### config.mk
export PLATFORM = sky130hd
export DESIGN_NAME = pipelined_add_sub
export DESIGN_NICKNAME = d
export VERILOG_FILES = /design/src/rtl/pipelined_add_sub.sv
export SDC_FILE = /design/constraint.sdc
export NUM_CORES = 1
export LEC_CHECK = 0
export CAP_MARGIN = 20
export CORE_ASPECT_RATIO = 1.25
export CORE_MARGIN = 1.5
export CORE_UTILIZATION = 59
export DETAILED_ROUTE_END_ITERATION = 8
export HOLD_SLACK_MARGIN = 0.03
export PLACE_DENSITY = 0.85
export SLEW_MARGIN = 15
export SYNTH_ARGS = -nofsm -noshare
export SYNTH_HDL_FRONTEND = slang
export SYNTH_SLANG_ARGS = --single-unit
### constraint.sdc
create_clock -name clk -period 6.39 [get_ports clk]
set_input_delay 1.278 -clock clk [delete_from_list [all_inputs] [get_ports clk]]
set_output_delay 1.278 -clock clk [all_outputs]
set_load 0.05 [all_outputs]
### src/rtl/pipelined_add_sub.sv
// Streaming N-bit add/sub: carry chain cut into STAGES W-bit chunks, one chunk per stage, STAGES-cycle latency.
// Single advance enable (en = !out_valid || out_ready) stalls every stage at once; in_ready = en.
module pipelined_add_sub #(
  parameter int N      = 16,
  parameter int STAGES = 4
) (
  input  logic         clk,
  input  logic         rst,
  input  logic         in_valid,
  output logic         in_ready,
  input  logic [N-1:0] num1,
  input  logic [N-1:0] num2,
  input  logic         cin,
  input  logic         op,
  output logic         out_valid,
  input  logic         out_ready,
  output logic [N-1:0] sum,
  output logic         cout,
  output logic         ovf,
  output logic         zero
);
  localparam int W = N / STAGES;

  logic         en;
  logic [N-1:0] b_eff;
  logic         c_eff;

  always_comb begin
    en    = !out_valid || out_ready;
    b_eff = op ? ~num2 : num2;
    c_eff = op ? ~cin : cin;
  end

  assign in_ready = en;

  for (genvar k = 0; k < STAGES; k++) begin : g_stg
    localparam int RW   = N - k * W;
    localparam int DW   = (k + 1) * W;
    localparam bit LAST = (k == STAGES - 1);

    logic [RW-1:0] a_in, b_in;
    logic          c_in, v_in;
    logic [W:0]    chunk;
    logic          ld;
    logic          vld_d, vld_q;
    logic          cy_d, cy_q;
    logic [DW-1:0] res_d, res_q;

    // Operands still waiting for their carry arrive through the previous stage's skew registers.
    if (k == 0) begin : g_src
      always_comb begin
        a_in = num1;
        b_in = b_eff;
        c_in = c_eff;
        v_in = in_valid;
      end
      always_comb res_d = chunk[W-1:0];
    end else begin : g_src
      always_comb begin
        a_in = g_stg[k-1].g_fwd.a_q;
        b_in = g_stg[k-1].g_fwd.b_q;
        c_in = g_stg[k-1].cy_q;
        v_in = g_stg[k-1].vld_q;
      end
      always_comb res_d = {chunk[W-1:0], g_stg[k-1].res_q};
    end

    // The output stage only captures real results so the outputs hold across bubbles.
    always_comb begin
      chunk = {1'b0, a_in[W-1:0]} + {1'b0, b_in[W-1:0]} + {{W{1'b0}}, c_in};
      cy_d  = chunk[W];
      vld_d = v_in;
      ld    = en && (v_in || !LAST);
    end

    always_ff @(posedge clk or posedge rst) begin
      if (rst) begin
        vld_q <= 1'b0;
        cy_q  <= 1'b0;
        res_q <= '0;
      end else begin
        if (en) vld_q <= vld_d;
        if (ld) begin
          cy_q  <= cy_d;
          res_q <= res_d;
        end
      end
    end

    if (!LAST) begin : g_fwd
      logic [RW-W-1:0] a_d, a_q, b_d, b_q;

      always_comb begin
        a_d = a_in[RW-1:W];
        b_d = b_in[RW-1:W];
      end

      always_ff @(posedge clk or posedge rst) begin
        if (rst) begin
          a_q <= '0;
          b_q <= '0;
        end else if (en) begin
          a_q <= a_d;
          b_q <= b_d;
        end
      end
    end else begin : g_last
      logic ovf_d, ovf_q, zero_d, zero_q;

      // The top chunk carries the sign bits of A and B'.
      always_comb begin
        ovf_d  = (a_in[W-1] == b_in[W-1]) && (chunk[W-1] != a_in[W-1]);
        zero_d = (res_d == '0);
      end

      always_ff @(posedge clk or posedge rst) begin
        if (rst) begin
          ovf_q  <= 1'b0;
          zero_q <= 1'b0;
        end else if (ld) begin
          ovf_q  <= ovf_d;
          zero_q <= zero_d;
        end
      end
    end
  end

  always_comb begin
    out_valid = g_stg[STAGES-1].vld_q;
    sum       = g_stg[STAGES-1].res_q;
    cout      = g_stg[STAGES-1].cy_q;
    ovf       = g_stg[STAGES-1].g_last.ovf_q;
    zero      = g_stg[STAGES-1].g_last.zero_q;
  end

endmodule
Word-level counts from Yosys, hierarchy flattened
Cells that the tools add are included.
- add/sub/neg operators: 8
- eq/ne operators: 2
- multiplexer cells: 2
- bitwise operators: 2
- reductions and logical operators: 5
- operators with widths (cell ; number):
    $add A4 B4 Y5 ; 4
    $add A5 B1 Y5 ; 4
    $logic_not A16 Y1 ; 1
    $mux W16 ; 1
    $not A16 Y16 ; 1
    $logic_and A1 B1 Y1 ; 2
    $eq A1 B1 Y1 ; 1
    $logic_not A1 Y1 ; 1
    $logic_or A1 B1 Y1 ; 1
    $mux W1 ; 1
    $ne A1 B1 Y1 ; 1
    $not A1 Y1 ; 1
- bits in registers: 98
- input port bits: 38
- output and inout bits: 21
- logic and storage cells: 39

Depth between registers and ports, before layout
- word-level depth: 4
- depth in mapped cells: 8
- depth with buffers taken out: 6

Worst setup path before layout
OpenSTA, ideal clock, no wires.
- path kind: input -> register
- start point: in op
- end point: reg g_stg[0].cy_q
- library setup time: 0.140 ns
- arrival: 3.011 ns
- required time: 6.250 ns
- slack: 3.239 ns
- stages: 8
- path buffers: 2
- path through: buf_2 -> buf_4 -> xor2_1 -> fa_1 -> fa_1 -> a21o_1 -> a21oi_1 -> a21oi_1
- longest elaborated chain between the ends: 3
- elaborated cells on any way between the ends: 4
- classes of those cells: add/sub: 2; mux: 2
- RTL lines (what ; RTL line ; text):
    start, declared ; 14 ; input logic op,
    $mux W16 ; 30 ; b_eff = op ? ~num2 : num2;
    $add A4 B4 Y5 ; 70 ; chunk = {1'b0, a_in[W-1:0]} + {1'b0, b_in[W-1:0]} + {{W{1'b0}}, c_in};
    $add A5 B1 Y5 * ; 70 ;
    end signal, assigned ; 84 ; cy_q <= cy_d;
    end, declared ; 46 ; logic cy_d, cy_q;
Every way passes the cells marked *; elsewhere a longest branch is shown, timed or not.
A chain may end at the register's enable or synchronous reset.

Worst setup path in the final report
- start point: in out_ready
- end point: out in_ready
- longest elaborated chain between the ends: 1
- RTL lines (what ; RTL line ; text):
    start, declared ; 16 ; input logic out_ready,
    $logic_or A1 B1 Y1 ; 29 ; en = !out_valid || out_ready;
    end, declared ; 10 ; output logic in_ready,
Every way passes these cells.

==> flow_metrics.env <==
export IMPL_p_leak_nw=2.560
export IMPL_ir_drop_mv=0.3623
export IMPL_synthCells=430
export IMPL_synth_seq_cells=98
export IMPL_status="finished clean"
export IMPL_grt_use_total_pct=20.85
export IMPL_numCtsBuffers=9
export IMPL_worst_clock_skew_ns=0.006805
export IMPL_maxSlewHeadroom_pct=43.46
export IMPL_synth_top_cells_by_area="dfrtp_1 56%, nand2_1 16%, mux2_4 4.8%"
export IMPL_finalSetupViolations=0
export IMPL_crit_fanout=70
export IMPL_dr_first_iter_drc_count=213
export IMPL_rsz0062_at_grt="false"
export IMPL_required_ns=5.11
export IMPL_drv_slew=0
export IMPL_cts_tree="yes"
export IMPL_clockRootBuffer="clkbuf_8"
export IMPL_grt_max_degree=91
export IMPL_vias=2945
export IMPL_ys_types=27
export IMPL_synth_xor_area_share_pct=5.003
export IMPL_yosys_top_cells_count="185 x nand2_1, 98 x dfrtp_1, 23 x o21ai_0"
export IMPL_drtPass1Iterations=4
export IMPL_ant_nets=0
export IMPL_grt_antenna_before_repair=0
export IMPL_reg2reg_to="zero"
export IMPL_synth_simple_area_share_pct=17.75
export IMPL_synth_top_cell_area_share_pct=56.03
export IMPL_synth_compound_area_share_pct=5.689
export IMPL_routed_wl_um=7403
export IMPL_drive_gt1_share_pct=7.645
export IMPL_n_antenna_cell=0
export IMPL_yosysWarnings=0
export IMPL_cts_hold_buf=0
export IMPL_die_area_um2=7947
export IMPL_worst_pin_slew_ns=0.8454
export IMPL_synth_main_ff_cell="dfrtp_1"
export IMPL_hold_viol=0
export IMPL_grt_pass1_wl_um=12790
export IMPL_min_path_type="reg2reg"
export IMPL_synth_top_cell_by_area="dfrtp_1"
export IMPL_min_from="g_stg[1].vld_q"
export IMPL_io_pins=59
export IMPL_fin_crit_sh_pct=71.13
export IMPL_grt_pass1_vias=2904
export IMPL_cts_path_max_buffers=2
export IMPL_tns_ns=0
export IMPL_reg2reg_from="g_stg[2].cy_q"
export IMPL_synth_top_family_by_area="simple AND/OR/NAND/NOR gates"
export IMPL_ys_seq_area_share_pct=56.03
export IMPL_muxShareOfSynthArea_pct=5.060
export IMPL_maxCapViolCount=0
export IMPL_post_cts_resized=0
export IMPL_p_per_area_nw_per_um2=508.2
export IMPL_whs_path_depth=2
export IMPL_fmax_mhz=220.0
export IMPL_synthAdderAreaFrac_pct=7.090
export IMPL_drc=0
export IMPL_path_clk_slew_ns=0.09
export IMPL_post_cts_buffers=0
export IMPL_area_growth_pct=18.87
export IMPL_async_reset_ff_share_pct=100.0
export IMPL_period_minus_slack_ns=4.546
export IMPL_synth_cell_area_um2=4377
export IMPL_clock_latency_ns=0.37
export IMPL_critPathCaptureType="primary output"
export IMPL_reg2reg_slack_ns=4.26
export IMPL_grt_overflow_total=0
export IMPL_routed_via_density=5.131
export IMPL_synth_nets=488
export IMPL_start_kind="input pin"
export IMPL_fp_dieH_um=99.30
export IMPL_yosysMostFrequentCell="nand2_1"
export IMPL_cts_max_level=3
export IMPL_synth_edf_count=0
export IMPL_routedWlPerCell_um=12.90
export IMPL_port_buffers=58
export IMPL_clock_sinks=98
export IMPL_nets=538
export IMPL_total_power_mw=2.644
export IMPL_gp_congestion=0.7477
export IMPL_fp_coreArea_um2=7062
export IMPL_initial_utilization_pct=61.98
export IMPL_path_class="in2out"
export IMPL_critPathArrivalTime_ns=3.27
export IMPL_die_w_um=80.04
export IMPL_syn_area_per_cell_um2=10.18
export IMPL_rows=34
export IMPL_hpwl_um=5073
export IMPL_rr_worst_depth=5
export IMPL_hold_end="g_stg[1].vld_q"
[sequential cells by signal, indices dropped and copies added, names as in the netlist]
signal and count:
cout 1, ovf 1, zero 1, g_stg.res_q 24, g_stg.g_fwd.b_q 24, g_stg.vld_q 3, g_stg.g_fwd.a_q 24, g_stg.cy_q 3
out_valid 1, sum 16
[where the power goes]
group	internal, mW	leakage, nW	total (mW)	switching (mW)
Sequential	0.893	1.19	1.07	0.179
Clock	0.239	0.108	0.443	0.203
Combinational	0.480	1.27	1.13	0.649
[layout by cell type (no fill, tap or decap), types with 3 or more instances in the layout]
| cell type | n |
|---|---|
| nand2_1 | 185 |
| xnor2_1 | 16 |
| ha_1 | 12 |
| fa_1 | 8 |
| xor2_1 | 9 |
| a21o_1 | 7 |
| clkdlybuf4s50_1 | 58 |
| dfrtp_1 | 98 |
| clkbuf_8 | 11 |
| inv_1 | 5 |
| a21oi_1 | 10 |
| mux2_4 | 14 |
| nor4_1 | 3 |
| o21ai_0 | 23 |
| nor2_1 | 6 |
[how the worst max path moves through the flow]
stage / startpoint / endpoint / slack [ns]
floorplan: rst / cout / 2.55
global placement: out_ready / in_ready / 1.85
detailed placement: out_ready / in_ready / 1.85
CTS: out_ready / in_ready / 1.84
global route: out_ready / in_ready / 1.78
finish: out_ready / in_ready / 1.84
[stage by stage]
stage                     setup slack (ns)  util (%)  cell area, um2  std cells  hold slack [ns]
final                                1.845     73.67            5202        574           0.4744
after global routing                 1.780     73.67            5202        574           0.4961
after CTS                            1.844     73.67            5202        574           0.4771
after detailed placement             1.852     70.46            4976        559           0.4559
after global placement               1.853     70.46            4976        559           0.4501
after floorplan                      2.550         -            4377        430           0.4386
[per-layer routing]
metal  GRT usage, %  share of wire [%]  vias up
li1               -                  -     1456
met1          26.37                 45     1415
met2          33.87                 50       58
met3          5.688                3.3       16
met4          8.621                2.6        0
met5              0                  0        -
[final cells by class]
cell class | count | area [um2]
Clock buffer | 11 | 151.4
Clock inverter | 4 | 75.07
Fill cell | 521 | 1859
Inverter | 7 | 31.28
Multi-Input combinational cell | 304 | 1784
Sequential cell | 98 | 2452
Tap cell | 90 | 112.6
Timing Repair Buffer | 60 | 595.6
[cell families (layout without fill, tap and decap cells)]
kind of cell / count (synthesis) / after routing
xor+xnor: 25 / 25
fa+ha+maj: 20 / 20
simple gates: 200 / 200
flops: 98 / 98
buf+inv: 28 / 82
compound gates: 44 / 44
mux: 15 / 15
[critical path, stage by stage]
cell	delay [ns]
clkdlybuf4s50_1	0.50
nor2b_4	0.06
inv_4	0.48
clkdlybuf4s50_1	0.93
Power figures use the tool's default switching activity.
